$ cat config.mk
export PLATFORM = sky130hd
export DESIGN_NAME = inta_sequencer
export DESIGN_NICKNAME = d
export VERILOG_FILES = /design/src/rtl/inta_sequencer.sv
export SDC_FILE = /design/constraint.sdc
export NUM_CORES = 1
export LEC_CHECK = 0
export BUFFER_PORTS_ARGS = -buffer_cell sky130_fd_sc_hd__buf_2
export CAP_MARGIN = 20
export CORE_UTILIZATION = 45
export CTS_CLUSTER_SIZE = 30
export DETAILED_ROUTE_END_ITERATION = 8
export PLACE_DENSITY_LB_ADDON = 0.08
export SETUP_SLACK_MARGIN = 0.2
export SLEW_MARGIN = 5
export SYNTH_ARGS = -nofsm -noshare
export SYNTH_HDL_FRONTEND = slang
export SYNTH_SLANG_ARGS = --single-unit
$ cat constraint.sdc
create_clock -name clk -period 2.4 [get_ports clk]
set_input_delay 0.24 -clock clk [delete_from_list [all_inputs] [get_ports clk]]
set_output_delay 0.24 -clock clk [all_outputs]
set_load 0.01 [all_outputs]
$ cat src/rtl/inta_sequencer.sv
// CPU-side INTA initiator for an 8259 PIC: synchronizes INT, issues the two-pulse
// acknowledge, captures the vector on pulse 2 and hands it to the core via valid/ready.
module inta_sequencer #(
  parameter int unsigned PULSE_CYCLES = 4,
  parameter int unsigned GAP_CYCLES   = 2,
  parameter int unsigned SYNC_STAGES  = 2
) (
  input  logic       clk,
  input  logic       reset,
  input  logic       INT,
  input  logic       int_enable,
  input  logic [7:0] data_bus,
  output logic       int_ack,
  output logic       bus_lock,
  output logic       busy,
  output logic [7:0] vector,
  output logic       vector_valid,
  input  logic       vector_ready
);

  localparam int unsigned MAX_CYCLES = (PULSE_CYCLES > GAP_CYCLES) ? PULSE_CYCLES : GAP_CYCLES;
  localparam int unsigned CNT_W      = $clog2(MAX_CYCLES + 1);
  localparam logic [CNT_W-1:0] PULSE_LAST = CNT_W'(PULSE_CYCLES - 1);
  localparam logic [CNT_W-1:0] GAP_LAST   = CNT_W'(GAP_CYCLES - 1);

  typedef enum logic [2:0] {
    IDLE     = 3'd0,
    ACK1_LOW = 3'd1,
    ACK1_GAP = 3'd2,
    ACK2_LOW = 3'd3,
    HOLD     = 3'd4
  } state_e;

  state_e            state_q, state_d;
  logic [CNT_W-1:0]  cnt_q, cnt_d;
  logic [SYNC_STAGES-1:0] sync_q;
  logic              int_sync;
  logic              int_ack_q, int_ack_d;
  logic              bus_lock_q, bus_lock_d;
  logic              busy_q, busy_d;
  logic [7:0]        vector_q, vector_d;
  logic              valid_q, valid_d;

  // INT is asynchronous; only the last synchronizer stage is used by the FSM
  always_ff @(posedge clk or posedge reset) begin
    if (reset) sync_q <= '0;
    else       sync_q <= {sync_q[SYNC_STAGES-2:0], INT};
  end

  assign int_sync = sync_q[SYNC_STAGES-1];

  always_ff @(posedge clk or posedge reset) begin
    if (reset) begin
      state_q    <= IDLE;
      cnt_q      <= '0;
      int_ack_q  <= 1'b1;
      bus_lock_q <= 1'b0;
      busy_q     <= 1'b0;
      vector_q   <= 8'h00;
      valid_q    <= 1'b0;
    end else begin
      state_q    <= state_d;
      cnt_q      <= cnt_d;
      int_ack_q  <= int_ack_d;
      bus_lock_q <= bus_lock_d;
      busy_q     <= busy_d;
      vector_q   <= vector_d;
      valid_q    <= valid_d;
    end
  end

  // Next state; the counter restarts at zero whenever a state is entered
  always_comb begin
    state_d  = state_q;
    cnt_d    = cnt_q + CNT_W'(1);
    vector_d = vector_q;
    valid_d  = valid_q;
    unique case (state_q)
      IDLE: begin
        cnt_d = '0;
        if (int_sync && int_enable) state_d = ACK1_LOW;
      end
      ACK1_LOW: begin
        if (cnt_q == PULSE_LAST) begin
          state_d = ACK1_GAP;
          cnt_d   = '0;
        end
      end
      ACK1_GAP: begin
        if (cnt_q == GAP_LAST) begin
          state_d = ACK2_LOW;
          cnt_d   = '0;
        end
      end
      ACK2_LOW: begin
        if (cnt_q == PULSE_LAST) begin
          state_d  = HOLD;
          cnt_d    = '0;
          vector_d = data_bus;
          valid_d  = 1'b1;
        end
      end
      HOLD: begin
        cnt_d = '0;
        if (vector_ready) begin
          state_d = IDLE;
          valid_d = 1'b0;
        end
      end
      default: begin
        state_d = IDLE;
        cnt_d   = '0;
        valid_d = 1'b0;
      end
    endcase
  end

  // Pin outputs decoded from the next state so they move on the same edge as the FSM
  always_comb begin
    int_ack_d  = 1'b1;
    bus_lock_d = 1'b0;
    busy_d     = 1'b0;
    if (state_d == ACK1_LOW || state_d == ACK2_LOW) int_ack_d = 1'b0;
    if (state_d == ACK1_LOW || state_d == ACK1_GAP || state_d == ACK2_LOW) bus_lock_d = 1'b1;
    if (state_d != IDLE) busy_d = 1'b1;
  end

  assign int_ack      = int_ack_q;
  assign bus_lock     = bus_lock_q;
  assign busy         = busy_q;
  assign vector       = vector_q;
  assign vector_valid = valid_q;

endmodule

[After elaboration in Yosys (flattened, before gate mapping)]
Cells that the tools add are included.
Operators by class
  add/subtract/negate cells: 1
  $mul: 0
  divide/modulo/power cells: 0
  order comparisons: 0
  equal/unequal tests: 11
  shift operators: 0
  multiplexer cells: 15
  bitwise logic cells: 1
  reductions and logical operators: 10
Operators with widths (count)
  3-bit 2-to-1 mux: 7
  3-bit by 2-bit == test with 1-bit output (second input constant): 5
  3-bit case mux with 5 select lines: 1
  3-bit by 1-bit == test with 1-bit output (second input constant): 3
  3-bit case mux with 2 select lines: 1
  1-bit 2-to-1 mux: 5
  2-bit inequality test (second input constant): 2
  3-bit by 1-bit adder with 3-bit output (second input constant): 1
  3-bit == test (second input constant): 1
  3-bit logical NOT: 1
  1-bit logical OR: 3
  1-bit case mux with 3 select lines: 1
  3-bit AND reduction: 1
  3-bit nonzero test: 1
  3-bit OR reduction: 1
  2-bit AND reduction: 1
  2-bit OR reduction: 1
  1-bit logical AND: 1
  1-bit inverter: 1
Word-level totals
  bits in registers: 20
  bits in latches: 0
  memory bits (writable): 0
  memory bits (read-only): 0
  bits of input ports: 13
  logic and storage cells: 46
  memories: 0

[Depth between registers and ports, before layout]
Gate-level depths: netlist (run 1).
  depth after elaboration: 7
  gate-level depth with buffers: 5

[Worst setup path before layout (run 1)]
No wires, ideal clock.
  path type: register to register
  start point: register cnt_q[0]
  end point: register vector_q[0] (netlist: vector[0])
  setup time: 0.125 ns
  arrival time: 1.328 ns
  data required time: 2.275 ns
  path slack: 0.947 ns
  cell stages (with the launch flop): 5
  path buffers: 0
  clock period less this slack: 1.453 ns
  path through: dfrtp_1 > ha_1 > ha_1 > nand4_4 > mux2_2
On the way
  longest elaborated chain between the ends: 2
Ends and longest elaborated chain
  from (decl): RTL line 35  | logic [CNT_W-1:0] cnt_q, cnt_d;
  from (signal assigned): RTL line 63  | cnt_q <= cnt_d;
  3-bit by 2-bit == test with 1-bit output: RTL line 96  | if (cnt_q == PULSE_LAST) begin
  2-bit AND reduction (no source line)
  to (signal assigned): RTL line 67  | vector_q <= vector_d;
  to (decl): RTL line 41  | logic [7:0] vector_q, vector_d;
Every way passes these cells.
A chain may end at the register's enable or synchronous reset.

[Final worst setup path (run 1)]
  start point: register cnt_q[0]
  end point: register vector_q[4] (netlist: vector[4])
Same word-level chain as after synthesis.

==> results.cfg, run 1 <==
[drt]
drt_iter0_drc = 1
ant_nets = 0
avgViaCountPerCell = 4.95
wire_per_inst_um = 11.5
dr_total_vias = 574
drt_pre_antenna_iters = 3
routed_wirelength_um = 1340
post-route-drc-count = 0

[sta]
fin_setup_tns_ns = 0
fin_crit_sh_pct = 64.4
hold_violations = 0
fin_crit_ns = 1.55
worst_pin_slew_ns = 0.739
setup_viol = 0
maxSlewViolCount = 0
clock_skew_ns = 0.00451
slew_headroom_pct = 50.6
whs_ns = 0.0283
max_freq_mhz = 647
rsz0062_at_grt = no
finalWorstSetupSlack_ns = 0.855

[setup_path]
crit_path_start_kind = flip-flop
critPathArrivalTime_ns = 1.75
crit_slowest_cell = dfrtp_1
slowest_delay_ns = 0.42
path_class = flip-flop to flip-flop
crit_required_ns = 2.60
reg2reg_from = cnt_q[0]
cpMostUsedCell = ha_1
cp-end-kind = flip-flop
path_cells = ha_1 > ha_1 > nand4_4 > mux2_2
critPathBufInv = 0
worstSetupStartpoint = cnt_q[0]
crit_fanout = 10
path_delay_family = adder cells

[die]
rows = 15
io_pins = 25
die_w_um = 45.3
start_util_pct = 48.2
core-area_um2 = 1750
dieHeight_um = 45.3
dieArea_um2 = 2050

[layout]
fin_area_um2 = 1020
n_fill_cell = 155
drive_above_1_share_pct = 42.9
multi_input_area_um2 = 294
syn_to_final_growth_pct = 21.4
post-route-util_pct = 58.6
insertedDiodeCount = 0
register_area_um2 = 502
layout.nets = 109

[worst_hold_path]
min_from = INT
hold_class = primary input to flip-flop

[logic_synthesis]
synth-seq-area-share_pct = 59.6
post_synth_num_cell_types = 23
syn_nets = 83
synth_top_area_share_pct = 56.5
yosysTopAreaCell = dfrtp_1
netlist_top_cells_area = dfrtp_1 (56%), mux2_2 (11%), ha_1 (5.9%)
synth_warnings = 0
postSynthAreaPerCell_um2 = 12.8
synth_cells = 66
ys_ff_latch = 20
netlist_area_um2 = 842

[grt]
antenna_found_initial = 0
grt_max_degree = 21
grt_pass1_vias = 489
track_usage_pct = 15.1
grt_overflow_total = 0
grt_first_pass_wirelength_um = 2040

[place]
dp_hpwl_um = 976
port_buffers = 24
postPlaceCellArea_um2 = 970
place_congestion = 0.730
post-place-ws_ns = 0.857

[clock_network]
tritoncts = built
clock_path_buffers = 2
root_buffer = clkbuf_4
cts_hold_buf = 0
cts-resized-gates = 0
cts_buffers = 3
cts_setup_buffers = 0
clkLatencyLatePin_ns = 0.31
ctsHtreeMaxLevel = 1
cts_sinks = 20
clkTransAtPathRegs_ns = 0.12

[power_and_ir_drop]
vdd.ir_drop.worst_v = 0.000604
powerDensity_nw_per_um2 = 1260
leakagePower_nw = 0.487

[run]
drv_cap = 0

[outcome]
status = finished, final reports clean
[logic make-up after synthesis]
kind of cell	after synthesis	synth area share (%)
flip-flops	20	59.6
AND/OR/NAND/NOR	13	9.06
adder cells (fa/ha/maj)	4	5.94
multiplexers	8	10.7
AO/OA/AOI/OAI	11	8.17
buffers and inverters	9	5.50
XOR/XNOR	1	1.04
[registers in the layout, summed over array words and instances, names as in the netlist]
name,cells
bus_lock,1
busy,1
cnt_q,3
int_ack,1
state_q,3
sync_q,2
vector,8
vector_valid,1
[cell usage after synthesis (all sizes together)]
library cell   n
a211oi         1
a21oi          3
a311oi         1
a31oi          1
a32oi          1
and2b          1
buf            3
dfrtp         19
dfstp          1
ha             4
inv            6
mux2           8
nand2          4
nand2b         1
nand4          1
nor2           3
nor3           3
o21a           1
o21ai          3
xor2           1
[final cells by class]
class	instances	area share [%]
repair buffers	24	11.8
flip-flops and latches	20	49.1
clock buffers	3	2.20
well taps	25	3.06
clock inverters	1	2.94
inverters	6	2.20
multi-input cells	37	28.8
[layer usage]
metal / wire length (µm) / vias to the layer above / track usage [%] / share of wire (%)
met5: 0 / - / 0 / 0
li1: - / 277 / - / -
met2: 625 / 17 / 23.8 / 47
met3: 57 / 5 / 3.60 / 4.3
met4: 43 / 0 / 12.7 / 3.2
met1: 609 / 275 / 17.2 / 46
[power by group]
part	switching, mW	total, mW	internal, mW
combinational	0.207	0.424	0.216
clock	0.109	0.278	0.169
sequential	0.108	0.587	0.479
[stage by stage]
stage / instances / power (mW)
2_1_floorplan: 66 / 0.890
5_1_grt: 116 / 1.39
6_report: 116 / 1.29
3_3_place_gp: 112 / 1.01
3_5_place_dp: 112 / 1.03
4_1_cts: 116 / 1.31
[placed cells by master, fill, tap and decap left out, drive strengths merged]
cell    instances
ha              4
nor3            3
mux2            8
a31oi           1
inv             6
a32oi           1
nand2           4
and2b           1
dfrtp          19
clkbuf          3
o21a            1
o21ai           3
bufinv          1
nor2            3
xor2            1
dfstp           1
nand4           1
a21oi           3
a311oi          1
buf            24
a211oi          1
nand2b          1
[final timing paths]
check	to	slack [ns]	depth (start not counted)
setup / recovery	vector[4]	0.85	4
hold / removal	sync_q[0]	0.03	1
setup reg to reg	vector[4]	0.85	4
hold reg to reg	sync_q[1]	0.36	0
max in group asynchronous	vector[4]	1.90	2
min in group asynchronous	vector[3]	0.04	2
Note: power is estimated with default switching activity, not from simulation.
==> run 2, diff against run 1 <==
CORE_UTILIZATION = 44   (was 45)
clock period = 1.24 ns   (was 2.4 ns; I/O delays follow)
==> run 2 against run 1 <==
Effect of this change:
- the run now ends with negative setup slack left
- flip-flop and latch count unchanged
- hold slack improved by 0.023 ns
- total power increased by 140%
- non-clock buffer count increased by 15
- via count increased by 11%
- clock skew decreased by 0.0023 ns
- critical endpoint is now cnt_q[0]
- largest cell class unchanged
==> results.cfg, run 2 (same netlist as run 1, synthesis figures left out) <==
[clock_network]
ctsHtreeMaxLevel = 1
cts_sinks = 20
cts_buffers = 3
tritoncts = built
clkTransAtPathRegs_ns = 0.11
root_buffer = clkbuf_4
clkLatencyLatePin_ns = 0.30
clock_path_buffers = 2

[setup_path]
path_cells = ha_2 > ha_4 > and2b_1 > a31oi_4 > nor3_2
worstSetupStartpoint = cnt_q[0]
path_delay_family = flip-flops
crit_required_ns = 1.43
rrSetupSlack_ns = -0.13
r2r-end = cnt_q[0]
crit_fanout = 5
crit_end = cnt_q[0]
crit_path_start_kind = flip-flop
path_class = flip-flop to flip-flop
reg2reg_from = cnt_q[0]
r2r_cells = 5
cp-end-kind = flip-flop
slowest_delay_ns = 0.39
critPathBufInv = 0
cp.depth = 5
crit_slowest_cell = dfrtp_1
critPathArrivalTime_ns = 1.57

[die]
start_util_pct = 47.7
io_pins = 25
die_w_um = 45.7
dieHeight_um = 45.7
dieArea_um2 = 2090
rows = 15
core-area_um2 = 1760

[sta]
rsz0062_at_grt = yes
maxSlewViolCount = 0
fin_crit_ns = 1.37
hold_violations = 0
worst_pin_slew_ns = 0.250
clock_skew_ns = 0.00218
setup_viol = 14
slew_headroom_pct = 83.3
fin_crit_sh_pct = 111
finalWorstSetupSlack_ns = -0.134
max_freq_mhz = 728

[grt]
use_met1_pct = 24.6
grt_use_met3_pct = 2.38
antenna_found_initial = 0
grt_pass1_vias = 652
busiest_layer = met2
grt.met2_usage_pct = 32.6
track_usage_pct = 19.3
grt_max_degree = 21
grt_first_pass_wirelength_um = 2790
grt_overflow_total = 0

[layout]
insertedDiodeCount = 0
final_cell_mix = buf_2 (23), dfrtp_1 (17), buf_4 (10)
drive_above_1_share_pct = 68.2
largest_register_ffs = 8
post-route-util_pct = 73.8
syn_to_final_growth_pct = 54.7
layout.nets = 125
mostFrequentLayoutCell = buf_2

[outcome]
status = complete, but fails checks
violations = negative setup slack

[run]
drv_cap = 0

[place]
dp_hpwl_um = 1020
post-place-ws_ns = -0.126
place_congestion = 0.792
port_buffers = 24

[power_and_ir_drop]
powerDensity_nw_per_um2 = 2350
vdd.ir_drop.worst_v = 0.00126
leakagePower_nw = 0.593

[drt]
dr_total_vias = 637
avgViaCountPerCell = 4.83
wire_per_inst_um = 13.4
post-route-drc-count = 0
ant_nets = 0
routed_wirelength_um = 1770
drt_pre_antenna_iters = 2
drt_iter0_drc = 2

[worst_hold_path]
min_from = data_bus[0]
hold_class = primary input to flip-flop
run 2: repair_timing:
action,in CTS,in global routing
gates resized for setup,27,7
hold buffers,2,0
pin swaps,4,2
endpoints found under the setup margin,19,19
buffers inserted,4,2
endpoints found under the hold margin,20,0
cloned,1,0
run 2: worst min-delay path by stage:
stage / end / slack (ns) / cells after the start
floorplan: bus_lock / 0.09 / 1
global placement: vector[7] / 0.16 / 3
detailed placement: vector[7] / 0.16 / 3
CTS: vector[3] / 0.05 / 2
global route: vector[3] / 0.04 / 2
finish: vector[0] / 0.05 / 2
run 2: power by group:
part | switching (mW) | leakage (nW) | internal, mW
clock | 0.198 | 0.0210 | 0.179
sequential | 0.216 | 0.232 | 0.934
combinational | 0.721 | 0.340 | 0.818
total | 1.13 | 0.593 | 1.93
run 2: per-layer routing:
layer	vias up	wire [µm]
met5	-	0
met4	0	12
met3	2	52
met2	17	979
met1	310	720
li1	308	-
run 2: metrics by stage:
stage	hold slack, ns	total power [mW]	cells	setup TNS, ns	cell area [µm²]
detailed placement	0.157	2.12	119	-1.16	1040
global placement	0.158	2.09	119	-0.909	1040
CTS	0.0455	2.88	130	-1.02	1250
floorplan	0.0871	1.75	66	-0.585	857
finish	0.0515	3.07	132	-1.37	1300
global route	0.0395	3.27	132	-2.02	1300
run 2: area by class of cell:
type	count	area, µm²
flip-flops and latches	20	504
multi-input cells	38	449
fillers	130	462
repair buffers	39	259
clock buffers	4	36.3
inverters	6	22.5
well taps	25	31.3
==> run 3, diff against run 2 <==
CELL_PAD_IN_SITES_DETAIL_PLACEMENT = 0   (was default)
CELL_PAD_IN_SITES_GLOBAL_PLACEMENT = 1   (was default)
CORE_UTILIZATION = 34   (was 44)
==> run 3 against run 2 <==
Effect of this change:
- the flow still finishes with violations (negative setup slack)
- maximum frequency up 1.0%
- design area down 4.9%
- critical endpoint is now vector[4]
- critical path depth down 1
- total power down 8.6%
- hold slack better by 0.0018 ns
- die area up 28%
==> results.cfg, run 3 (same netlist as run 1, synthesis figures left out) <==
[sta]
worst_pin_slew_ns = 0.294
maxSlewViolCount = 0
fin_setup_tns_ns = -1.04
hold_violations = 0
rsz0062_at_grt = yes
setup_viol = 15
fin_crit_sh_pct = 110
finalWorstSetupSlack_ns = -0.121
slew_headroom_pct = 80.4
fin_crit_ns = 1.36
max_freq_mhz = 735
clock_skew_ns = 0.00210

[layout]
largest_register_ffs = 8
layout.nets = 123
mostFrequentLayoutCell = buf_2
post-route-util_pct = 54.4
insertedDiodeCount = 0
drive_above_1_share_pct = 62.9
syn_to_final_growth_pct = 47.1
final_cell_mix = buf_2 (23), dfrtp_1 (17), buf_4 (8)
fin_area_um2 = 1240

[die]
die_w_um = 51.8
dieArea_um2 = 2680
io_pins = 25
core-area_um2 = 2280
start_util_pct = 37.0
dieHeight_um = 51.8
rows = 17

[drt]
dr_total_vias = 632
avgViaCountPerCell = 4.75
wl_met2_um = 827
ant_nets = 0
wire_per_inst_um = 12.6
drt_pre_antenna_iters = 3
post-route-drc-count = 0
top_layer = met3
wl_met3_um = 74
wl_met1_um = 773
drt_iter0_drc = 4
routed_wirelength_um = 1680

[grt]
antenna_found_initial = 0
grt_overflow_total = 0
track_usage_pct = 14.1
grt_first_pass_wirelength_um = 2700
grt_pass1_vias = 611
grt_max_degree = 21

[place]
postPlaceCellArea_um2 = 1050
port_buffers = 24
place_congestion = 0.748
post-place-ws_ns = -0.120
dp_hpwl_um = 1120

[power_and_ir_drop]
powerDensity_nw_per_um2 = 2260
netSwitchingPower_mw = 1.02
p_seq_share_pct = 41.4
p_comb_share_pct = 47.5
vdd.ir_drop.worst_v = 0.00103
p_sw_share_pct = 36.3
p_int_mw = 1.79
p_clk_share_pct = 11.1
leakagePower_nw = 0.573
power_mw = 2.80

[run]
drv_cap = 0

[clock_network]
cts_sinks = 20
cts_buffers = 3
clkLatencyLatePin_ns = 0.29
clkTransAtPathRegs_ns = 0.10
clock_path_buffers = 2
root_buffer = clkbuf_4
ctsHtreeMaxLevel = 1
tritoncts = built

[outcome]
violations = negative setup slack
status = complete, but fails checks

[setup_path]
cp-end-kind = flip-flop
path_class = flip-flop to flip-flop
crit_fanout = 5
critPathArrivalTime_ns = 1.55
crit_required_ns = 1.43
crit_path_start_kind = flip-flop

[worst_hold_path]
hold_class = primary input to flip-flop
run 3: final timing paths:
path                             endpoint  cells after the start  slack [ns]         from
worst max-delay path            vector[4]                      4       -0.12     cnt_q[0]
worst min register to register  sync_q[1]                      0        0.36    sync_q[0]
worst min-delay path            vector[7]                      2        0.05  data_bus[7]
min in group asynchronous       vector[7]                      4        0.38        reset
worst max register to register  vector[4]                      4       -0.12     cnt_q[0]
max in group asynchronous         int_ack                      4        0.60        reset
run 3: cell type report:
type	count	area, µm²
fillers	204	1040
flip-flops and latches	20	504
multi-input cells	38	407
repair buffers	37	244
well taps	28	35.0
clock buffers	4	26.3
inverters	6	22.5
run 3: repair_timing:
| item | 4_1_cts | 5_1_grt |
|---|---|---|
| hold buffers | 2 | 0 |
| endpoints found under the setup margin | 19 | 19 |
| gates resized for setup | 7 | 19 |
| pin swaps | 1 | 2 |
| hold endpoints to repair | 20 | 0 |
| gates cloned | 1 | 0 |
| buffers inserted | 2 | 1 |
run 3: worst max-delay path: stages (launching register included):
cell and delay [ns]:
dfrtp_1 0.40, ha_2 0.21, ha_4 0.19, nand4_4 0.11
mux2_2 0.35
run 3: metal layers:
layer  up-vias  global-route usage (%)
li1        302                       -
met1       314                    17.9
met2        16                    22.9
met3         0                    6.14
met4         0                    1.35
met5         -                       0
run 3: metrics by stage:
stage,hold WS [ns],cells
2_1_floorplan,0.0871,66
6_report,0.0533,133
3_3_place_gp,0.162,123
5_1_grt,0.0334,133
3_5_place_dp,0.164,123
4_1_cts,0.0461,132
run 3: power groups by stage:
stage          clock network, mW  registers [mW]  logic (mW)
6_report                   0.311            1.16        1.33
5_1_grt                    0.355            1.19        1.47
4_1_cts                    0.329            1.12        1.13
3_5_place_dp                   0            1.11        1.02
3_3_place_gp                   0            1.10        1.02
2_1_floorplan                  0            1.15       0.594
